<file path="src/rtl/hazard_pkg.sv">
// Purpose: shared types and constants for the MIPS pipeline hazard controller.
// Latency: n/a (declarations only).
// Backpressure: n/a.
package hazard_pkg;

    // Default register-address width for the 32-entry MIPS register file.
    localparam int REG_AW_DEF = 5;

    // Architectural $zero; a load targeting it never creates a dependency.
    localparam int REG_ZERO = 0;

    // Bubble counter width; LOAD_BUBBLES is limited to 1..15.
    localparam int BCNT_W = 4;

    // Controller state: RUN, or inside a multi-bubble load-use stall.
    typedef enum logic {
        ST_RUN      = 1'b0,
        ST_LU_STALL = 1'b1
    } hz_state_e;

    // Bubbles still owed after the first one, which is issued from RUN.
    function automatic logic [BCNT_W-1:0] extra_bubbles(input int load_bubbles);
        return BCNT_W'(load_bubbles - 1);
    endfunction

endpackage

</file>
<file path="src/rtl/sat_counter.sv">
// Purpose: W-bit event counter that sticks at all-ones instead of wrapping.
// Latency: count reflects an inc one cycle after it is sampled.
// Backpressure: none; inc is sampled every cycle.
//
// Ports:
//   clk    - clock
//   reset  - synchronous active-high clear
//   inc    - count this cycle
//   count  - current value
module sat_counter #(
    parameter int W = 32
) (
    input  logic         clk,
    input  logic         reset,
    input  logic         inc,
    output logic [W-1:0] count
);

    logic [W-1:0] count_q;
    logic [W-1:0] count_d;

    // Saturate: once all-ones, further increments are dropped.
    always_comb begin
        count_d = count_q;
        if (inc && (count_q != {W{1'b1}})) begin
            count_d = count_q + W'(1);
        end
    end

    always_ff @(posedge clk) begin
        if (reset) begin
            count_q <= '0;
        end else begin
            count_q <= count_d;
        end
    end

    assign count = count_q;

endmodule

</file>
<file path="src/rtl/hazard_control_unit.sv">
// Purpose: load-use stall, memory-wait freeze and taken-branch flush control for the 5-stage MIPS pipe.
// Latency: control outputs are combinational (same cycle); counters update one cycle later.
// Backpressure: dmem wait freezes the whole pipe and overrides branch and stall handling.
//
// Ports:
//   clk, reset                  - clock, synchronous active-high reset
//   if_id_rs/rt, uses_rs/rt     - source fields of the ID instruction and whether each is read
//   id_ex_rt, id_ex_mem_read    - destination of the EX instruction and whether it is a load
//   ex_mem_mem_access, dmem_ready - MEM-stage access and data-memory completion
//   branch_taken_ex             - branch/jump resolved taken in EX
//   pc_write, if_id_write       - front-end load enables
//   id_ex_bubble                - inject NOP into ID/EX
//   if_id_flush, id_ex_flush    - clear wrong-path instructions
//   pipe_freeze                 - hold ID/EX, EX/MEM, MEM/WB
//   stall_cycles, freeze_cycles, flush_count - saturating performance counters
module hazard_control_unit
    import hazard_pkg::*;
#(
    parameter int REG_AW       = REG_AW_DEF,
    parameter int LOAD_BUBBLES = 1,
    parameter int CNT_W        = 32
) (
    input  logic              clk,
    input  logic              reset,
    input  logic [REG_AW-1:0] if_id_rs,
    input  logic [REG_AW-1:0] if_id_rt,
    input  logic              if_id_uses_rs,
    input  logic              if_id_uses_rt,
    input  logic [REG_AW-1:0] id_ex_rt,
    input  logic              id_ex_mem_read,
    input  logic              ex_mem_mem_access,
    input  logic              dmem_ready,
    input  logic              branch_taken_ex,
    output logic              pc_write,
    output logic              if_id_write,
    output logic              id_ex_bubble,
    output logic              if_id_flush,
    output logic              id_ex_flush,
    output logic              pipe_freeze,
    output logic [CNT_W-1:0]  stall_cycles,
    output logic [CNT_W-1:0]  freeze_cycles,
    output logic [CNT_W-1:0]  flush_count
);

    hz_state_e         state_q;
    hz_state_e         state_d;
    logic [BCNT_W-1:0] bcnt_q;
    logic [BCNT_W-1:0] bcnt_d;

    logic src_rs_match;
    logic src_rt_match;
    logic dst_nonzero;
    logic hz;
    logic mw;

    // Only source fields the instruction actually reads can create a
    // dependency, and a load into $zero produces nothing to wait for.
    assign src_rs_match = if_id_uses_rs && (if_id_rs == id_ex_rt);
    assign src_rt_match = if_id_uses_rt && (if_id_rt == id_ex_rt);
    assign dst_nonzero  = (id_ex_rt != REG_AW'(REG_ZERO));
    assign hz           = id_ex_mem_read && (src_rs_match || src_rt_match) && dst_nonzero;

    // MEM stage is waiting on data memory.
    assign mw = ex_mem_mem_access && !dmem_ready;

    // Priority: reset > freeze > branch flush > load-use bubble.
    always_comb begin
        pc_write     = 1'b1;
        if_id_write  = 1'b1;
        id_ex_bubble = 1'b0;
        if_id_flush  = 1'b0;
        id_ex_flush  = 1'b0;
        pipe_freeze  = 1'b0;
        state_d      = state_q;
        bcnt_d       = bcnt_q;

        if (reset) begin
            // Outputs stay at their defaults so nothing stalls or flushes
            // while the pipe is being reset.
            state_d = ST_RUN;
            bcnt_d  = '0;
        end else if (mw) begin
            // Whole pipe holds, including the stall bookkeeping. A taken
            // branch seen now is re-presented by EX once the freeze lifts.
            pc_write    = 1'b0;
            if_id_write = 1'b0;
            pipe_freeze = 1'b1;
        end else if (branch_taken_ex) begin
            // The stalled ID instruction is on the wrong path, so any
            // bubbles still owed are pointless.
            if_id_flush = 1'b1;
            id_ex_flush = 1'b1;
            state_d     = ST_RUN;
            bcnt_d      = '0;
        end else if (state_q == ST_LU_STALL) begin
            // Keep bubbling until the load result is reachable, whatever hz
            // says now (the load has already left EX).
            pc_write     = 1'b0;
            if_id_write  = 1'b0;
            id_ex_bubble = 1'b1;
            bcnt_d       = bcnt_q - BCNT_W'(1);
            if (bcnt_q == BCNT_W'(1)) begin
                state_d = ST_RUN;
            end
        end else if (hz) begin
            pc_write     = 1'b0;
            if_id_write  = 1'b0;
            id_ex_bubble = 1'b1;
            if (LOAD_BUBBLES > 1) begin
                state_d = ST_LU_STALL;
                bcnt_d  = extra_bubbles(LOAD_BUBBLES);
            end
        end
    end

    always_ff @(posedge clk) begin
        if (reset) begin
            state_q <= ST_RUN;
            bcnt_q  <= '0;
        end else begin
            state_q <= state_d;
            bcnt_q  <= bcnt_d;
        end
    end

    sat_counter #(.W(CNT_W)) u_stall_cnt (
        .clk   (clk),
        .reset (reset),
        .inc   (id_ex_bubble),
        .count (stall_cycles)
    );

    sat_counter #(.W(CNT_W)) u_freeze_cnt (
        .clk   (clk),
        .reset (reset),
        .inc   (pipe_freeze),
        .count (freeze_cycles)
    );

    sat_counter #(.W(CNT_W)) u_flush_cnt (
        .clk   (clk),
        .reset (reset),
        .inc   (if_id_flush),
        .count (flush_count)
    );

endmodule

</file>
<file path="config.mk">
export PLATFORM = sky130hd
export DESIGN_NAME = hazard_control_unit
export DESIGN_NICKNAME = d
export VERILOG_FILES = /design/src/rtl/hazard_pkg.sv /design/src/rtl/sat_counter.sv /design/src/rtl/hazard_control_unit.sv
export SDC_FILE = /design/constraint.sdc
export NUM_CORES = 1
export LEC_CHECK = 0
export ABC_CLOCK_PERIOD_IN_PS = 3230
export BUFFER_PORTS_ARGS = -buffer_cell sky130_fd_sc_hd__buf_2
export CORE_ASPECT_RATIO = 0.9
export CORE_UTILIZATION = 40
export DETAILED_ROUTE_END_ITERATION = 7
export GPL_ROUTABILITY_DRIVEN = 0
export PLACE_DENSITY = 0.6
export SETUP_SLACK_MARGIN = 0.15
export SYNTH_ARGS = -nofsm -noshare
export SYNTH_HDL_FRONTEND = slang
export SYNTH_HIERARCHICAL = 1
export SYNTH_SLANG_ARGS = --single-unit
</file>
<file path="constraint.sdc">
create_clock -name clk -period 3.23 [get_ports clk]
set_input_delay 0.323 -clock clk [delete_from_list [all_inputs] [get_ports clk]]
set_output_delay 0.323 -clock clk [all_outputs]
set_load 0.02 [all_outputs]
</file>
==> results of run 1 <==
-- flip-flops by register name, indices dropped and copies added (netlist names) --
name                flops
bcnt_q                  4
u_freeze_cnt/count     32
u_stall_cnt/count      32
u_flush_cnt/count      32
state_q                 1
-- final timing paths --
path / from / to / cells after the start
setup / recovery: u_flush_cnt/count[16] / u_flush_cnt/count[21] / 6
hold reg to reg: bcnt_q[3] / bcnt_q[3] / 2
hold / removal: reset / u_flush_cnt/count[28] / 2
setup reg to reg: u_flush_cnt/count[16] / u_flush_cnt/count[21] / 6
-- kinds of logic (layout without fill, tap and decap cells) --
kind of cell / after synthesis / in the layout / synth area share (%)
and+or+nand+nor: 306 / 306 / 33.01
AOI/OAI and AO/OA: 161 / 161 / 18.72
DFF: 101 / 101 / 36.79
buffers and inverters: 47 / 167 / 3.620
xor gates and xnor gates: 31 / 31 / 4.941
muxes: 9 / 9 / 1.776
adders and majority gates: 5 / 5 / 1.138
-- cell usage in the layout (no fill, tap or decap), types with 5 or more instances in the layout --
cell type	n
and3_1	9
nand2b_1	5
nor2b_1	6
dfxtp_1	101
a21oi_1	73
nand3_1	40
buf_2	123
nor3b_1	7
and4_1	12
xnor2_1	28
o31ai_1	36
buf_4	19
a2111oi_0	6
inv_1	9
nand2_1	34
nor2_1	47
o21ai_0	27
ha_1	5
or4_1	37
nor4_2	6
nor4_1	10
or3_1	30
nand4_1	32
nor3_1	8
clkbuf_16	9
-- final cells by class --
cell class                 instances  share of cell area (%)
clock buffer                      13                   4.073
clock inverter                     3                  0.6411
inverter                           9                  0.5091
multi-input combinational        512                   49.71
sequential                       101                   30.47
tap                              168                   3.168
timing repair buffer             142                   11.43
-- cells in the mapped netlist (8+ instances only) --
library cell  instances
nor4_1               13
nand2_1              34
nor3b_1               8
inv_1                 9
nand3_1              40
o31ai_1              36
o21ai_0              27
nand4_1              32
a21oi_1              73
and4_1               12
and3_1                9
clkbuf_1             26
nor2_1               47
buf_2                 9
or4_1                37
xnor2_1              28
nor3_1                8
dfxtp_1             101
or3_1                30
-- through the flow --
stage | hold slack, ns | total power [mW] | instance area, µm²
6_report | 0.3139 | 2.484 | 6635
5_1_grt | 0.3250 | 2.568 | 6635
4_1_cts | 0.3105 | 2.515 | 6635
3_5_place_dp | 0.4559 | 1.379 | 6322
3_3_place_gp | 0.4555 | 1.375 | 6322
2_1_floorplan | 0.4396 | 1.341 | 5500
-- power by group through the flow --
stage / combinational [mW] / sequential, mW / clock, mW
global placement: 0.0964 / 1.28 / 0
global route: 0.108 / 1.25 / 1.21
detailed placement: 0.0999 / 1.28 / 0
floorplan: 0.0597 / 1.28 / 0
finish: 0.0992 / 1.25 / 1.13
CTS: 0.100 / 1.25 / 1.16
-- routing by layer --
layer	routed length, µm	GRT usage (%)
met4	160	5.041
met1	6970	26.82
met3	819	5.532
met5	0	0
met2	6818	33.15
==> impl_metrics.tcl, run 1 <==
set metrics [dict create \
    required_ns 3.47 \
    htree_levels 3 \
    power.switching_uw 535.8 \
    root_buffer "clkbuf_16" \
    yosys_register_bits 101 \
    wl_per_cell_um 15.58 \
    synth_edf_count 0 \
    worstSkewPairLatency_ns 0.35 \
    cts_tree "done" \
    drt_wl_total_um 14770 \
    tightest_slew_ns 0.8357 \
    ys_seq_area_share_pct 36.79 \
    crit_fanout 12 \
    min_path_type "in2reg" \
    yosysTopAreaCell "dfxtp_1" \
    io_pins 125 \
    diodes 0 \
    clockBufferDepth 2 \
    post-route-min-period_ns 2.534 \
    worstPathArrival_ns 2.77 \
    dr.first_iter.drc_count 304 \
    std_cell_rows 40 \
    core_area_um2 13360 \
    rsz0062_at_grt "false" \
    skew_ns 0.006027 \
    worst_slack_ns 0.6961 \
    cap_violations 0 \
    power.density_nw_per_um2 374.4 \
    fp.dieW_um 125.6 \
    nFillCells 1319 \
    drc 6 \
    p_leak_nw 2.338 \
    clkTransAtPathRegs_ns 0.07 \
    endpoint_kind "register" \
    crit_family "simple AND/OR/NAND/NOR gates" \
    area_growth_pct 20.74 \
    grt_pass1_vias 4824 \
    slew_headroom_pct 43.86 \
    hold_viol_final 0 \
    antenna_found_initial 0 \
    grt-ovfl-total 0 \
    grt_max_degree 44 \
    die-area_um2 14210 \
    dr.pass1.iters 7 \
    syn_nets 688 \
    clockPowerShare_pct 45.7 \
    dpl_worst_slack_ns 0.4142 \
    vias 5631 \
    nets 803 \
    ys_types 48 \
    cts_sinks 101 \
    netlist_area_um2 5495 \
    fmax_mhz 394.7 \
    dieHeight_um 113.2 \
    synth.area.top_cells "dfxtp_1 (37%), a21oi_1 (6.6%), or4_1 (5.1%)" \
    syn_inst 660 \
    p_int_mw 1.948 \
    switching_share_pct 21.57 \
    crit_buf_inv 1 \
    grt_pass1_wl_um 23760 \
    ctsHoldBuffers 0 \
    violations "DRC" \
    utilization_pct 49.65 \
    r2r_slack_ns 0.70 \
    post_cts_buffers 0 \
    synth-async-reset-ratio_pct 0 \
    start_util_pct 41.12 \
    ant_nets 0 \
    tns_ns 0 \
    place_inst 932 \
    port_buffers 124 \
    routed_via_density 5.940 \
    final_layout_size_suffix_gt1_share_pct 23.97 \
    avgSynthCellArea_um2 8.326 \
    synth_top_area_share_pct 36.79 \
    combPwrFrac_pct 4.0 \
    path_cells "nand3_2 -> or3b_1 -> nor4_2 -> buf_4 -> nor3b_1 -> mux2_1" \
    place.detailed.hpwl_um 10750 \
    setup_viol 0 \
    ys.flop_type "dfxtp_1" \
    final-seq-area_um2 2022 \
    fin_cells 948 \
    vdd_drop_max_mv 0.2729 \
    cts.repair.resized 0 \
    start_kind "register" \
    fin_crit_sh_pct 78.45 \
    outcome "finished with violations" \
    cpPeakStageDelay_ns 0.56 \
    numCtsBuffers 9 \
    slew_violations 0 \
    track_usage_pct 20.42 \
    ys_warn_count 6 \
    critical_path_class "reg2reg" \
    crit_slowest_cell "nor4_2" \
    p_seq_share_pct 50.3 \
    multi_input_area_um2 3298 \
]
Power figures use the tool's default switching activity.
==> inputs of run 2 (changes only) <==
--- a/config.mk
+++ b/config.mk
@@ -5,13 +5,13 @@
 export SDC_FILE = /design/constraint.sdc
 export NUM_CORES = 1
 export LEC_CHECK = 0
-export ABC_CLOCK_PERIOD_IN_PS = 3230
+export ABC_CLOCK_PERIOD_IN_PS = 2100
 export BUFFER_PORTS_ARGS = -buffer_cell sky130_fd_sc_hd__buf_2
 export CORE_ASPECT_RATIO = 0.9
 export CORE_UTILIZATION = 40
 export DETAILED_ROUTE_END_ITERATION = 7
 export GPL_ROUTABILITY_DRIVEN = 0
-export PLACE_DENSITY = 0.6
+export PLACE_DENSITY = 0.62
 export SETUP_SLACK_MARGIN = 0.15
 export SYNTH_ARGS = -nofsm -noshare
 export SYNTH_HDL_FRONTEND = slang
==> constraint.sdc (replaced) <==
create_clock -name clk -period 2.1 [get_ports clk]
set_input_delay 0.21 -clock clk [delete_from_list [all_inputs] [get_ports clk]]
set_output_delay 0.21 -clock clk [all_outputs]
set_load 0.02 [all_outputs]
==> run 2 against run 1 <==
  * Routed wire length grew 18%
  * Register-to-register slack lost 0.68 ns
  * The run ends with DRC, setup timing left
  * Sequential share of layout area shrank 4.2 points
  * Final cell count grew 14%
  * Via count grew 11%
  * Combinational power grew 110%
  * Setup slack lost 0.80 ns
  * Largest cell class unchanged
==> impl_metrics.tcl, run 2 (synthesis results as in run 1) <==
set metrics [dict create \
    fp.dieW_um 125.6 \
    track_usage_pct 23.00 \
    htree_levels 3 \
    diodes 0 \
    crit_fanout 4 \
    hold_depth 5 \
    numCtsBuffers 9 \
    tightest_slew_ns 0.6374 \
    clkTransAtPathRegs_ns 0.07 \
    skew_ns 0.007450 \
    rsz0062_at_grt "true" \
    cts_sinks 101 \
    port_buffers 124 \
    crit_slowest_cell "or4_4" \
    routed_via_density 5.822 \
    dieHeight_um 113.2 \
    nets 931 \
    antenna_found_initial 0 \
    cts_tree "done" \
    final_layout_size_suffix_gt1_share_pct 50.44 \
    vias 6265 \
    io_pins 125 \
    post-route-min-period_ns 2.202 \
    area_growth_pct 50.11 \
    layout_common_cells "buf_4 (139), buf_2 (118), a21oi_1 (61)" \
    path_cells "buf_2 -> xnor2_1 -> nand4_1 -> o22ai_2 -> a22o_2 -> nand4_1 -> nor4_4 -> buf_4 -> nand3_1 -> or4_4 -> a21oi_2" \
    cpPeakStageDelay_ns 0.54 \
    setup_viol 3 \
    std_cell_rows 40 \
    violations "DRC, setup timing" \
    final_common_cell "buf_4" \
    grt_pass1_wl_um 26640 \
    worstPathArrival_ns 2.49 \
    fin_crit_sh_pct 104.9 \
    place_area_um2 7263 \
    fin_cells 1076 \
    wl_per_cell_um 16.21 \
    critical_path_class "in2reg" \
    hold_viol_final 0 \
    dr.pass1.iters 7 \
    worstSkewPairLatency_ns 0.35 \
    core_area_um2 13360 \
    cap_violations 0 \
    final_area_um2 8249 \
    endpoint_kind "register" \
    dr.first_iter.drc_count 441 \
    holdWs_ns 0.2825 \
    power.density_nw_per_um2 450.0 \
    grt-ovfl-total 0 \
    start_kind "input pin" \
    grt_pass1_vias 5548 \
    place_inst 1026 \
    vdd_drop_max_mv 0.4484 \
    fmax_mhz 454.1 \
    clockBufferDepth 2 \
    p_leak_nw 3.217 \
    worst_slack_ns -0.1023 \
    crit_path_frequent_cell "nand4_1" \
    nFillCells 1176 \
    ant_nets 0 \
    rr_worst_depth 7 \
    drc 5 \
    place.detailed.hpwl_um 11870 \
    outcome "finished with violations" \
    drt_wl_total_um 17440 \
    min_path_type "in2reg" \
    slew_headroom_pct 57.51 \
    root_buffer "clkbuf_16" \
    power_mw 3.712 \
    die-area_um2 14210 \
    ctsHoldBuffers 0 \
    grt_max_degree 59 \
    required_ns 2.39 \
    slew_violations 0 \
    start_util_pct 41.12 \
]
==> run 2: changes by cell type in the layout (fill, tap and decap cells not counted), sizes merged <==
cell,change
buf,+128
bufinv,-1
inv,+1
==> run 2: critical path, delay by kind of cell <==
kind                      cells  cell delay (ns)
and+or+nand+nor               5             1.32
buffers and inverters         2             0.31
AOI/OAI and AO/OA             3             0.46
xor gates and xnor gates      1             0.19
==> run 2: report_power, final <==
group	total, mW	leakage (nW)	internal [mW]	switching (mW)
registers	1.89	0.854	1.88	0.00250
clock network	1.62	0.135	0.877	0.740
logic	0.207	2.23	0.0898	0.117
==> run 2: layer usage <==
layer | share of wire [%] | track usage (%)
met5 | 0 | 0
met4 | 1.3 | 7.398
met3 | 5.6 | 4.917
met2 | 49 | 38.33
met1 | 44 | 29.64
==> run 2: area by class of cell <==
class                      count  area [µm²]  share of cell area, %
multi-input combinational    512        3775                  45.76
inverter                       9       33.78                 0.4095
tap                          168       210.2                  2.548
clock inverter                 3       18.77                 0.2275
clock buffer                  13       261.5                  3.170
sequential                   101        2166                  26.26
timing repair buffer         270        1784                  21.63
==> run 2: worst paths after layout <==
check                     from                    end  slack [ns]
max reg2reg            state_q  u_stall_cnt/count[25]        0.02
max                id_ex_rt[3]  u_stall_cnt/count[25]       -0.10
min          ex_mem_mem_access              bcnt_q[3]        0.28
min reg2reg          bcnt_q[3]              bcnt_q[3]        0.47
==> run 2: per-stage QoR <==
step,utilization (%),TNS [ns],worst slack [ns]
global route,61.73,-0.9734,-0.2446
CTS,57.31,0,0.1173
global placement,54.35,-2.211,-0.1788
finish,61.73,-0.2782,-0.1023
floorplan,-,-2.529,-0.2449
detailed placement,54.35,-5.706,-0.3140
==> run 2: what timing repair did <==
action | 4_1_cts | 5_1_grt
setup endpoints to repair | 52 | 69
buffers inserted | 8 | 26
pin swaps | 7 | 44
resized for setup | 15 | 105
==> inputs of run 3 (changes only) <==
--- a/config.mk
+++ b/config.mk
@@ -11,6 +11,7 @@
 export CORE_UTILIZATION = 40
 export DETAILED_ROUTE_END_ITERATION = 7
 export GPL_ROUTABILITY_DRIVEN = 0
+export GPL_TIMING_DRIVEN = 0
 export PLACE_DENSITY = 0.62
 export SETUP_SLACK_MARGIN = 0.15
 export SYNTH_ARGS = -nofsm -noshare
==> run 3 against run 2 <==
  * The run still ends with DRC, setup timing left
  * Highest routed layer unchanged
  * Cell area grew 11%
  * Combinational power increased by 7%
  * Non-clock buffer count increased by 3
  * Die area unchanged
  * Critical path depth shrank 5
  * Clock-buffer cell count is 1 lower
  * Maximum frequency increased by 4.3%
  * First-iteration DRC count is 12% lower
==> impl_metrics.tcl, run 3 (synthesis results as in run 1) <==
set metrics [dict create \
    outcome "finished with violations" \
    violations "DRC, setup timing" \
    routed_via_density 6.012 \
    worst_slack_ns -0.01197 \
    cpPeakStageDelay_ns 0.42 \
    antenna_found_initial 0 \
    slew_headroom_pct 54.12 \
    worstSkewPairLatency_ns 0.35 \
    port_buffers 123 \
    utilization_pct 68.35 \
    cp.depth 6 \
    crit_end "u_stall_cnt/count[30]" \
    power.switching_uw 864.8 \
    tightest_slew_ns 0.6857 \
    io_pins 125 \
    crit_family "simple AND/OR/NAND/NOR gates" \
    clockBufferDepth 2 \
    wl_per_cell_um 18.73 \
    crit_buf_inv 1 \
    grt_pass1_wl_um 28570 \
    final_common_cell "buf_2" \
    cts_tree "done" \
    core_area_um2 13360 \
    switching_share_pct 22.04 \
    clockPowerShare_pct 46.9 \
    fin_crit_sh_pct 100.6 \
    power.density_nw_per_um2 429.6 \
    tns_ns -0.01197 \
    critical_path_class "reg2reg" \
    final_area_um2 9134 \
    skew_ns 0.007058 \
    required_ns 2.37 \
    ant_nets 0 \
    setup.worst_path.start "u_stall_cnt/count[11]" \
    r2r_end "u_stall_cnt/count[30]" \
    maxUsedRoutingLayer "met4" \
    root_buffer "clkbuf_16" \
    hold_viol_final 0 \
    ctsHoldBuffers 0 \
    rr_worst_depth 6 \
    track_usage_pct 25.01 \
    cap_violations 0 \
    area_growth_pct 66.21 \
    grt-ovfl-total 0 \
    combPwrFrac_pct 5.6 \
    grt_max_degree 16 \
    p_int_mw 3.059 \
    slew_violations 0 \
    rsz0062_at_grt "true" \
    r2r-start "u_stall_cnt/count[11]" \
    vdd_drop_max_mv 0.3422 \
    r2r_slack_ns -0.01 \
    dr.pass1.iters 8 \
    htree_levels 3 \
    crit_fanout 8 \
    wl_met3_um 1178 \
    min_path_type "in2reg" \
    cts_sinks 101 \
    layout_common_cells "buf_2 (116), buf_4 (97), dfxtp_4 (49)" \
    std_cell_rows 40 \
    wl_met2_um 10170 \
    p_seq_share_pct 47.5 \
    place_inst 951 \
    fin_cells 1079 \
    setup_viol 1 \
    diodes 0 \
    final_layout_size_suffix_gt1_share_pct 59.71 \
    drt_wl_total_um 20210 \
    worstPathArrival_ns 2.38 \
    dr.first_iter.drc_count 386 \
    place_area_um2 6618 \
    power_mw 3.924 \
    wl_met1_um 8504 \
    crit_slowest_cell "or4_4" \
    fmax_mhz 473.5 \
    drc 5 \
    post-route-min-period_ns 2.112 \
    nets 934 \
    numCtsBuffers 9 \
    crit_path_frequent_cell "or3_4" \
    dpl_worst_slack_ns -0.8164 \
    clkTransAtPathRegs_ns 0.07 \
    dieHeight_um 113.2 \
    holdWs_ns 0.2417 \
    start_util_pct 41.12 \
    place.detailed.hpwl_um 11660 \
    die-area_um2 14210 \
    start_kind "register" \
    path_cells "nand4_1 -> or3_4 -> buf_8 -> or3_4 -> or4_4 -> a21oi_1" \
    fp.dieW_um 125.6 \
    endpoint_kind "register" \
    grt_pass1_vias 5722 \
    vias 6487 \
    p_leak_nw 3.426 \
]
## run 3: layout make-up
class	instances	area (µm²)
repair buffers	235	1645
clock inverters	4	70.07
fillers	991	4229
flip-flops and latches	101	2250
multi-input cells	512	4330
clock buffers	12	256.5
plain buffers	38	337.8
well taps	168	210.2
inverters	9	33.78
## run 3: tightest hold or removal path: cells and delay by family
family	cells	cell delay, ns
AOI/OAI and AO/OA	1	0.05
buffers and inverters	1	0.15
and+or+nand+nor	2	0.13
## run 3: how the worst min path moves through the flow
| stage | startpoint | endpoint | slack [ns] | cells after the start |
|---|---|---|---|---|
| 2_1_floorplan | bcnt_q[3] | bcnt_q[3] | 0.44 | 2 |
| 3_3_place_gp | bcnt_q[3] | bcnt_q[3] | 0.46 | 2 |
| 3_5_place_dp | bcnt_q[3] | bcnt_q[3] | 0.47 | 2 |
| 4_1_cts | branch_taken_ex | state_q | 0.22 | 4 |
| 5_1_grt | reset | bcnt_q[0] | 0.25 | 3 |
| 6_report | branch_taken_ex | state_q | 0.24 | 4 |
## run 3: metal layers
layer,track usage [%],up-vias
met5,0,-
met4,8.699,0
met3,5.437,28
met2,42.07,245
met1,31.64,3194
li1,-,3020
## run 3: power groups by stage
stage	registers (mW)	clock network [mW]	logic (mW)
2_1_floorplan	1.94	0	0.0981
3_3_place_gp	1.94	0	0.160
3_5_place_dp	1.94	0	0.163
4_1_cts	1.88	1.89	0.185
5_1_grt	1.86	1.95	0.233
6_report	1.86	1.84	0.221
## run 3: repair_timing
item                                    CTS  global route
pin swaps                                39           100
resized for setup                       110           232
endpoints found under the setup margin   82            88
cloned                                    1             3
setup buffers                            73            36
